`src/rtl/nettlp_cmd_rx_if.sv`:
```
// Receive-side stream from the 10G MAC into the NetTLP command parser.
interface nettlp_cmd_rx_if;
  logic        tvalid;
  logic        tready;
  logic [63:0] tdata;
  logic [7:0]  tkeep;
  logic        tlast;
  logic        tuser;

  modport master (output tvalid, tdata, tkeep, tlast, tuser, input tready);
  modport slave  (input tvalid, tdata, tkeep, tlast, tuser, output tready);
endinterface

```
`src/rtl/nettlp_cmd_rx.sv`:
```
// NetTLP adapter-command ingress parser: validates Ethernet/IPv4/UDP headers on the
// 64-bit MAC stream and writes one command entry per good frame into the command FIFO.
module nettlp_cmd_rx #(
  parameter int CHECK_IP = 1,
  parameter int DWADDR_W = 16
) (
  input  logic                clk,
  input  logic                rst,
  nettlp_cmd_rx_if.slave      s_axis,
  input  logic [31:0]         cfg_ip,
  input  logic [15:0]         cfg_port,
  output logic                cmd_wr_en,
  input  logic                cmd_full,
  output logic [7:0]          cmd_opcode,
  output logic [DWADDR_W-1:0] cmd_dwaddr,
  output logic [31:0]         cmd_data,
  output logic [31:0]         rx_cmd_cnt,
  output logic [31:0]         rx_drop_cnt
);
  typedef enum logic [1:0] {HDR, DRAIN, PUSH} state_t;

  state_t      state;
  logic [2:0]  beat_cnt;
  logic        match;
  logic        push_ok;
  logic [7:0]  stg_opcode;
  logic [15:0] stg_dwaddr;
  logic [15:0] stg_data_hi;
  logic [15:0] stg_data_lo;
  logic [7:0]  lane [8];
  logic        beat_ok;
  logic        frame_ok;
  logic [15:0] data_lo_now;
  logic        unused_keep;

  for (genvar i = 0; i < 8; i++) begin : g_lane
    assign lane[i] = s_axis.tdata[8*i +: 8];
  end

  assign unused_keep = ^s_axis.tkeep[7:2];

  always_comb begin
    // NOTE: default assigned first so every path drives beat_ok and no latch is inferred.
    beat_ok = 1'b1;
    case (beat_cnt)
      3'd1: beat_ok = ({lane[4], lane[5]} == 16'h0800) && (lane[6] == 8'h45);
      3'd2: beat_ok = (lane[7] == 8'h11);
      3'd3: beat_ok = (CHECK_IP == 0) || ({lane[6], lane[7]} == cfg_ip[31:16]);
      3'd4: beat_ok = ((CHECK_IP == 0) || ({lane[0], lane[1]} == cfg_ip[15:0]))
                      && ({lane[4], lane[5]} == cfg_port);
      3'd6: beat_ok = !s_axis.tlast || (s_axis.tkeep[1:0] == 2'b11);
      default: beat_ok = 1'b1;
    endcase
  end

  // The tlast beat's own check and the low data half (when tlast lands on beat 6)
  // are folded in here so the verdict is complete at the tlast edge.
  assign frame_ok    = match && beat_ok && (beat_cnt >= 3'd6) && !s_axis.tuser;
  assign data_lo_now = (beat_cnt == 3'd6) ? {lane[0], lane[1]} : stg_data_lo;

  // FIFO full is judged in the push cycle itself, so the strobe cannot be registered.
  assign cmd_wr_en = (state == PUSH) && push_ok && !cmd_full;

  always_ff @(posedge clk or posedge rst) begin
    if (rst) begin
      state         <= HDR;
      beat_cnt      <= '0;
      match         <= 1'b1;
      push_ok       <= 1'b0;
      s_axis.tready <= 1'b0;
      stg_opcode    <= '0;
      stg_dwaddr    <= '0;
      stg_data_hi   <= '0;
      stg_data_lo   <= '0;
      cmd_opcode    <= '0;
      cmd_dwaddr    <= '0;
      cmd_data      <= '0;
      rx_cmd_cnt    <= '0;
      rx_drop_cnt   <= '0;
    end else begin
      // NOTE: non-blocking assignments keep every register reading pre-edge values.
      s_axis.tready <= 1'b1;

      if (state == PUSH) begin
        if (push_ok && !cmd_full) rx_cmd_cnt  <= rx_cmd_cnt + 32'd1;
        else                      rx_drop_cnt <= rx_drop_cnt + 32'd1;
        state <= HDR;
      end

      // A beat arriving during PUSH is beat 0 of the next frame; it overrides the state.
      if (s_axis.tvalid) begin
        if (s_axis.tlast) begin
          state    <= PUSH;
          beat_cnt <= '0;
          match    <= 1'b1;
          push_ok  <= frame_ok;
          if (frame_ok) begin
            cmd_opcode <= stg_opcode;
            cmd_dwaddr <= stg_dwaddr[DWADDR_W-1:0];
            cmd_data   <= {stg_data_hi, data_lo_now};
          end
        end else begin
          match <= match && beat_ok;
          if (beat_cnt != 3'd7) beat_cnt <= beat_cnt + 3'd1;
          state <= (beat_cnt >= 3'd6) ? DRAIN : HDR;
          if (beat_cnt == 3'd5) begin
            stg_opcode  <= lane[2];
            stg_dwaddr  <= {lane[4], lane[5]};
            stg_data_hi <= {lane[6], lane[7]};
          end
          if (beat_cnt == 3'd6) stg_data_lo <= {lane[0], lane[1]};
        end
      end
    end
  end
endmodule

```
`src/flat_wrapper.sv`:
```
// flat-port wrapper written by rule: the top's interface ports become plain ports
module nettlp_cmd_rx_flat 
#(
  parameter int CHECK_IP = 1,
  parameter int DWADDR_W = 16
)
  (clk, rst, cfg_ip, cfg_port, cmd_wr_en, cmd_full, cmd_opcode, cmd_dwaddr, cmd_data, rx_cmd_cnt, rx_drop_cnt, s_axis_tvalid, s_axis_tdata, s_axis_tkeep, s_axis_tlast, s_axis_tuser, s_axis_tready);
  nettlp_cmd_rx_if s_axis_i ();
  input  logic clk;
  input  logic rst;
  input  logic [31:0] cfg_ip;
  input  logic [15:0] cfg_port;
  output logic cmd_wr_en;
  input  logic cmd_full;
  output logic [7:0] cmd_opcode;
  output logic [DWADDR_W-1:0] cmd_dwaddr;
  output logic [31:0] cmd_data;
  output logic [31:0] rx_cmd_cnt;
  output logic [31:0] rx_drop_cnt;
  input wire logic [$bits(s_axis_i.tvalid)-1:0] s_axis_tvalid;
  input wire logic [$bits(s_axis_i.tdata)-1:0] s_axis_tdata;
  input wire logic [$bits(s_axis_i.tkeep)-1:0] s_axis_tkeep;
  input wire logic [$bits(s_axis_i.tlast)-1:0] s_axis_tlast;
  input wire logic [$bits(s_axis_i.tuser)-1:0] s_axis_tuser;
  output wire logic [$bits(s_axis_i.tready)-1:0] s_axis_tready;
  assign s_axis_i.tvalid = s_axis_tvalid;
  assign s_axis_i.tdata = s_axis_tdata;
  assign s_axis_i.tkeep = s_axis_tkeep;
  assign s_axis_i.tlast = s_axis_tlast;
  assign s_axis_i.tuser = s_axis_tuser;
  assign s_axis_tready = s_axis_i.tready;
  nettlp_cmd_rx #(.CHECK_IP(CHECK_IP), .DWADDR_W(DWADDR_W)) u_core (.clk(clk), .rst(rst), .s_axis(s_axis_i), .cfg_ip(cfg_ip), .cfg_port(cfg_port), .cmd_wr_en(cmd_wr_en), .cmd_full(cmd_full), .cmd_opcode(cmd_opcode), .cmd_dwaddr(cmd_dwaddr), .cmd_data(cmd_data), .rx_cmd_cnt(rx_cmd_cnt), .rx_drop_cnt(rx_drop_cnt));
endmodule
```
`config.mk`:
```
export PLATFORM = sky130hd
export DESIGN_NAME = nettlp_cmd_rx_flat
export DESIGN_NICKNAME = d
export VERILOG_FILES = /design/src/rtl/nettlp_cmd_rx_if.sv /design/src/rtl/nettlp_cmd_rx.sv /design/src/flat_wrapper.sv
export SDC_FILE = /design/constraint.sdc
export NUM_CORES = 1
export LEC_CHECK = 0
export CAP_MARGIN = 20
export CORE_UTILIZATION = 45
export DETAILED_ROUTE_END_ITERATION = 12
export DONT_BUFFER_PORTS = 1
export SETUP_SLACK_MARGIN = 0.3
export SLEW_MARGIN = 5
export SYNTH_ARGS = -nofsm -noshare
export SYNTH_HDL_FRONTEND = slang
export SYNTH_SLANG_ARGS = --single-unit
```
`constraint.sdc`:
```
create_clock -name clk -period 6.9 [get_ports clk]
set_clock_uncertainty 0.1 [all_clocks]
set_input_delay 0.69 -clock clk [delete_from_list [all_inputs] [get_ports clk]]
set_output_delay 0.69 -clock clk [all_outputs]
set_load 0.05 [all_outputs]
```
==> metrics.txt, run 1 <==
status complete, no violations; clk_lat worst skew roughly 0.42 ns; first-pass GRT wire length between 20000 and 30000 µm; die height 138.1 µm; DRT iter0 DRCs between 100 and 150; TritonCTS sink count 184; Synth area leader dfrtp_1; gpl congestion 0.7892; Multi-input gate area ~3600 µm²; post-DP HPWL between 10000 and 15000 µm; Seq/Total Area, Yosys 0.5528; Core ar. about 18000 µm²; Peak VDD IR 0.0001807 V; Leak about 4.3 nW; most frequent cell after synthesis dfrtp_1; WP depth 9; synth cell count leaders 183 x dfrtp_1, 92 x mux2_2, 76 x xnor2_1; Hold Crit Class in2async; Post-Synth XOR/XNOR Area 0.1083; Sequential Area between 4000 and 5000 µm²; Post-Syn Area per Cell 12.94 µm²; Final Max Slew Viols 0; Synthesis Warnings 0; ANT cells 0; f_max between 200 and 250 MHz; Reg2Reg Setup Slack ~2.9 ns; Yosys cell types between 40 and 50; TritonCTS Buffers 17; worst slew pin tran 1.026 ns; post-route clock period utilization 0.5817; Core Rows about 50; WP data required between 7 and 8 ns; Synth Area in Compound Gates 0.02508; max-cap violations 0; Remaining DRCs 0; pwr dens between 300 and 400 nW/µm²; gr ovfl total 0; I/O pin cnt 248; post-synthesis mux area share 0.1766; critical path class reg2reg; Final Hold Viols 0; Clk Tree Root Cell clkbuf_16; Largest delay share family, worst path compound AO/OA/AOI/OAI gates; CTS Hold Bufs 0; R2R Path End u_core.cmd_data[16]; CTS max path bufs 2; Critical Path End u_core.cmd_data[16]; startpoint types flip-flop; length in cells of the worst reg-to-reg path 9; wire per inst between 20 and 25 µm; highest fanout seen on the critical path 41; filler cell count about 1500; top cells by area, synth dfrtp_1 55%, mux2_2 12%, xnor2_1 8.0%; post-CTS setup buffers 0; layout cells sized above 1 0.2481; Reg-to-Reg Start u_core.beat_cnt[0]; number of global-route vias before repair approximately 5000; Syn Nets 778; vias per cell 5.497; Primary FF master, synth dfrtp_1; GRT Total Usage 0.1946; Yosys top cell area share 0.5496; # setup viols final 0; Worst path max stage delay around 0.68 ns; CTS tree built; Post-Syn Area around 8300 µm²; Post-CTS Resized 0; pin count of the biggest net entering global routing 107; Final min period approximately 4 ns; Via Count between 4000 and 5000; Setup Total Neg Slack 0 ns; Die Wd between 100 and 150 µm; Synth Register Bits around 180; CTS H-tree lvls 4; antenna viol nets, final 0; Synth Area in Adders 0.01201; CP bufs+invs 2; largest family of logic cells by synthesized area multiplexers; CTS clk-pin slew, worst paths approximately 0.07 ns; Syn Inst Count roughly 640; Post-Synth Simple-Gate Area 0.1048; CP arrival between 4 and 5 ns; detailed-route wire length around 18000 µm; Relative slew margins 0.3157; IO buf count 0; DIE AREA 19060 µm²; overall power a little under 3 mW; RSZ-0062 raised after global routing no; DRT Pass-1 Iters 4; crit path launch u_core.beat_cnt[0]; Critical Path, Cell by Cell inv_1, ha_1, and2_1, a221oi_1, o211ai_1, a41o_1, o21ai_4, buf_4, mux2_2; initial antenna violation count 0; Initial Utilization 0.4622; Post-synth EDFFs 0; post-synthesis async set-or-reset flop share 1.000; CP max stage cell buf_4; P&R area growth vs syn 9.836%; Critical Path Sink Type flip-flop; fin nets approximately 790
==> layer usage <==
| layer | up-vias | GRT usage | wire length [µm] |
|---|---|---|---|
| met1 | 2486 | 0.2341 | 7534 |
| met5 | - | 0 | 0 |
| li1 | 2260 | - | - |
| met3 | 15 | 0.07620 | 1435 |
| met4 | 0 | 0.05668 | 225 |
| met2 | 153 | 0.3226 | 8917 |
==> stage by stage <==
step                      instances  hold slack (ns)  cell area [µm²]  utilization  setup WS (ns)
after floorplan                 644           0.3477             8332            -          1.111
after global placement          860           0.3564             8558       0.4748          2.861
after detailed placement        860           0.3640             8558       0.4748          2.820
after CTS                       892           0.2402             9109       0.5053          2.785
after global routing            894           0.2496             9151       0.5077          2.581
final                           894           0.1770             9151       0.5077          2.886
==> where the power goes <==
part	internal, mW	switching [mW]
Clock	0.487	0.420
Combinational	0.244	0.150
Sequential	1.29	0.374
Total	2.02	0.945
==> final cells by class <==
type	instances	share of cell area
Tap cell	229	0.03131
Clock inverter	11	0.009844
Multi-Input combinational cell	425	0.3898
Clock buffer	21	0.05031
Sequential cell	184	0.5033
Timing Repair Buffer	5	0.007110
Inverter	19	0.008340
==> placed cells by master, fill, tap and decap left out, types with 2 or more instances in the layout <==
master / Yosys / layout
dfrtp_1: 183 / 183
mux2_2: 92 / 92
xnor2_1: 76 / 76
nand2_1: 37 / 37
mux2_4: 29 / 29
nor2_1: 28 / 28
xor2_1: 27 / 27
nand4_1: 23 / 23
nand3_1: 21 / 21
inv_1: 19 / 18
clkbuf_16: 0 / 17
o21ai_0: 8 / 8
and2_1: 8 / 8
ha_1: 8 / 8
nor4_1: 7 / 7
and4_1: 7 / 7
and3_1: 6 / 6
nor3_1: 5 / 5
a21oi_1: 5 / 5
nor4b_1: 4 / 4
nor2b_1: 4 / 4
clkinvlp_4: 0 / 4
clkinv_4: 0 / 3
inv_6: 0 / 3
buf_4: 0 / 3
o221ai_1: 2 / 2
o2bb2ai_1: 2 / 2
o22ai_1: 2 / 2
nor3_2: 2 / 2
nand2b_1: 2 / 2
or3_1: 2 / 2
o31ai_1: 2 / 2
clkbuf_8: 0 / 2
clkbuf_1: 7 / 2
==> worst register-to-register path, cell delays in order, from the launching register on <==
cell	delay [ns]
dfrtp_1	0.44
inv_1	0.12
ha_1	0.23
and2_1	0.47
a221oi_1	0.38
o211ai_1	0.13
a41o_1	0.28
o21ai_4	0.61
buf_4	0.69
mux2_2	0.45
==> state kept, by name (all words and copies together) (netlist names) <==
| register | cells |
|---|---|
| u_core.stg_data_hi | 16 |
| u_core.state | 2 |
| u_core.stg_dwaddr | 16 |
| u_core.match | 1 |
| u_core.s_axis.tready | 1 |
| u_core.rx_cmd_cnt | 32 |
| u_core.push_ok | 1 |
| u_core.cmd_dwaddr | 16 |
| u_core.cmd_data | 32 |
| u_core.rx_drop_cnt | 32 |
| u_core.stg_data_lo | 16 |
| u_core.stg_opcode | 8 |
| u_core.beat_cnt | 3 |
| u_core.cmd_opcode | 8 |
==> kinds of logic (layout without fill, tap and decap cells) <==
| kind of cell | count (synthesis) | count (layout) |
|---|---|---|
| buffers and inverters | 35 | 56 |
| AND/OR/NAND/NOR | 162 | 162 |
| XOR/XNOR | 103 | 103 |
| multiplexers | 121 | 121 |
| adder cells (fa/ha/maj) | 8 | 8 |
| flip-flops | 184 | 184 |
| other | 1 | 1 |
| AO/OA/AOI/OAI | 30 | 30 |
==> worst min path at each step <==
stage / from / to / cells past startpoint
floorplan: u_core.match / u_core.match / 2
global placement: u_core.match / u_core.match / 2
detailed placement: u_core.match / u_core.match / 2
CTS: rst / u_core.cmd_data[19] / 1
global route: s_axis_tlast / u_core.beat_cnt[0] / 1
finish: rst / u_core.cmd_data[18] / 1
Note: power is estimated with default switching activity, not from simulation.
==> inputs of run 2 (changes only) <==
==> constraint.sdc (replaced) <==
create_clock -name clk -period 3.6 [get_ports clk]
set_clock_uncertainty 0.1 [all_clocks]
set_input_delay 0.36 -clock clk [delete_from_list [all_inputs] [get_ports clk]]
set_output_delay 0.36 -clock clk [all_outputs]
set_load 0.05 [all_outputs]
==> metrics.txt, run 2 (synthesis gave the netlist of run 1 again) <==
max-cap violations 0 (unchanged); first-pass GRT wire length 29880 µm (+3.8%); Final Hold Viols 0 (unchanged); IO buf count 0 (unchanged); Final min period 3.114 ns (-0.8994 ns); Reg-to-Reg Start u_core.beat_cnt[0]; f_max 321.1 MHz (+29%); I/O pin cnt 248 (unchanged); Core Rows 49 (unchanged); vias per cell 5.422 (-1.4%); pin count of the biggest net entering global routing 185 (+73%); R2R Path End u_core.cmd_data[8]; CTS clk-pin slew, worst paths 0.07 ns (about the same); status complete, no violations; critical path class reg2reg; wire per inst 19.41 µm (-4.2%); DRT iter0 DRCs 215 (+46%); DRT Pass-1 Iters 4 (unchanged); Core ar. 18020 µm² (unchanged); Critical Path Sink Type flip-flop; combinational share of power 0.136 (+0.003); Leak 4.603 nW (+6.6%); overall power 5.907 mW (+99%); Post-CTS Resized 0 (unchanged); gr ovfl total 0 (unchanged); ANT cells 0 (unchanged); Die Wd 138.1 µm (unchanged); Relative slew margins 0.3586 (+0.04283); Clock power frac 0.325 (+0.019); CTS tree built; Peak VDD IR 0.0003217 V (+78%); Initial Utilization 0.4622 (unchanged); gpl congestion 0.8031 (+1.8%); Reg2Reg Setup Slack 0.49 ns (-2.40 ns); startpoint types flip-flop; initial antenna violation count 0 (unchanged); pwr dens 603.0 nW/µm² (+86%); Switching Share 0.3060 (-0.01282); post-route clock period utilization 0.8650 (+0.2834); clk_lat worst skew 0.41 ns (about the same); Min Hold Slack 0.007729 ns (-0.1693 ns); post-CTS setup buffers 0 (unchanged); Final Max Slew Viols 0 (unchanged); detailed-route wire length 18500 µm (+2.1%); Setup WS post-layout 0.4858 ns (-2.401 ns); Clk Tree Root Cell clkbuf_16; CTS max path bufs 2 (unchanged); antenna viol nets, final 0 (unchanged); DIE AREA 19060 µm² (unchanged); number of global-route vias before repair 5406 (+6.2%); most frequent cells in the layout 183 x dfrtp_1, 92 x mux2_2, 76 x xnor2_1, 54 x dlygate4sd3_1, 37 x nand2_1; Psw 1.807 mW (+91%); Post-Place Setup Slack 0.4229 ns (-2.398 ns); CTS H-tree lvls 4 (unchanged); P&R area growth vs syn 17.57%; internal power 4.099 mW (+100%); post-DP HPWL 12900 µm (-1.8%); worst slew pin tran 0.9621 ns (-0.06424 ns); Area after DPL 8647 µm² (+1.0%); final instance area 9796 µm² (+7.0%); top flop regs u_core.cmd_data: 32 flops, u_core.rx_cmd_cnt: 32 flops, u_core.rx_drop_cnt: 32 flops; Hold Crit Class in2async; CP arrival 3.32 ns (-0.90 ns); fin nets 845 (+7.5%); TritonCTS Buffers 17 (unchanged); WP data required 3.80 ns (-3.30 ns); GRT Total Usage 0.1991 (+0.004496); # setup viols final 0 (unchanged); die height 138.1 µm (unchanged); highest fanout seen on the critical path 16 (-61%); Remaining DRCs 0 (unchanged); TritonCTS sink count 184 (unchanged); Setup Total Neg Slack 0 ns (unchanged); Via Count 5167 (+5.1%); RSZ-0062 raised after global routing no; leading cell type in the layout, fill and taps excluded dfrtp_1; length in cells of the worst reg-to-reg path 9 (unchanged); sequential power share 0.539 (-0.022); layout cells sized above 1 0.2348 (-0.01331)
run 2: timing repair:
action                                  4_1_cts  5_1_grt
hold buffers                                 54        0
hold endpoints to repair                     53        0
endpoints found under the setup margin        0        4
run 2: per-stage QoR:
step,cells,utilization
3_3_place_gp,867,0.4797
4_1_cts,953,0.5435
5_1_grt,953,0.5435
6_report,953,0.5435
2_1_floorplan,644,-
3_5_place_dp,867,0.4797
run 2: worst max-delay path by stage:
stage                           to  cells past startpoint               start  slack [ns]
6_report        u_core.cmd_data[8]                      9  u_core.beat_cnt[0]        0.49
5_1_grt        u_core.cmd_data[14]                      9  u_core.beat_cnt[0]        0.31
4_1_cts         u_core.cmd_data[8]                      9  u_core.beat_cnt[0]        0.41
3_5_place_dp    u_core.cmd_data[8]                      9  u_core.beat_cnt[0]        0.42
3_3_place_gp   u_core.cmd_data[13]                      9  u_core.beat_cnt[0]        0.48
2_1_floorplan   u_core.beat_cnt[0]                      1                 rst        0.78
run 2: worst max-delay path, stage by stage, from the launching register on:
cell,delay (ns)
dfrtp_1,0.45
inv_1,0.11
ha_1,0.24
and2_1,0.16
a221oi_1,0.23
o211ai_1,0.13
a41o_1,0.26
o21ai_4,0.53
buf_4,0.41
mux2_2,0.37
run 2: layer usage:
metal,global-route usage,vias up,share of wire
met5,0,-,0
met3,0.06893,16,0.076
met4,0.05726,0,0.011
li1,-,2377,-
met1,0.2531,2594,0.42
met2,0.3216,180,0.49
run 2: area by class of cell:
| cell class | instances | area (µm²) |
|---|---|---|
| clock inverters | 12 | 161.4 |
| flip-flops and latches | 184 | 4606 |
| repair buffers | 64 | 653.1 |
| inverters | 19 | 75.07 |
| clock buffers | 20 | 446.7 |
| multi-input cells | 425 | 3567 |
| fillers | 1495 | 8229 |
| well taps | 229 | 286.5 |
run 2: power by group through the flow:
stage / clock network [mW] / logic, mW / registers (mW)
floorplan: 0 / 0.661 / 3.12
global placement: 0 / 0.724 / 3.20
detailed placement: 0 / 0.763 / 3.23
CTS: 1.98 / 0.816 / 3.19
global route: 2.06 / 0.899 / 3.24
finish: 1.92 / 0.803 / 3.19
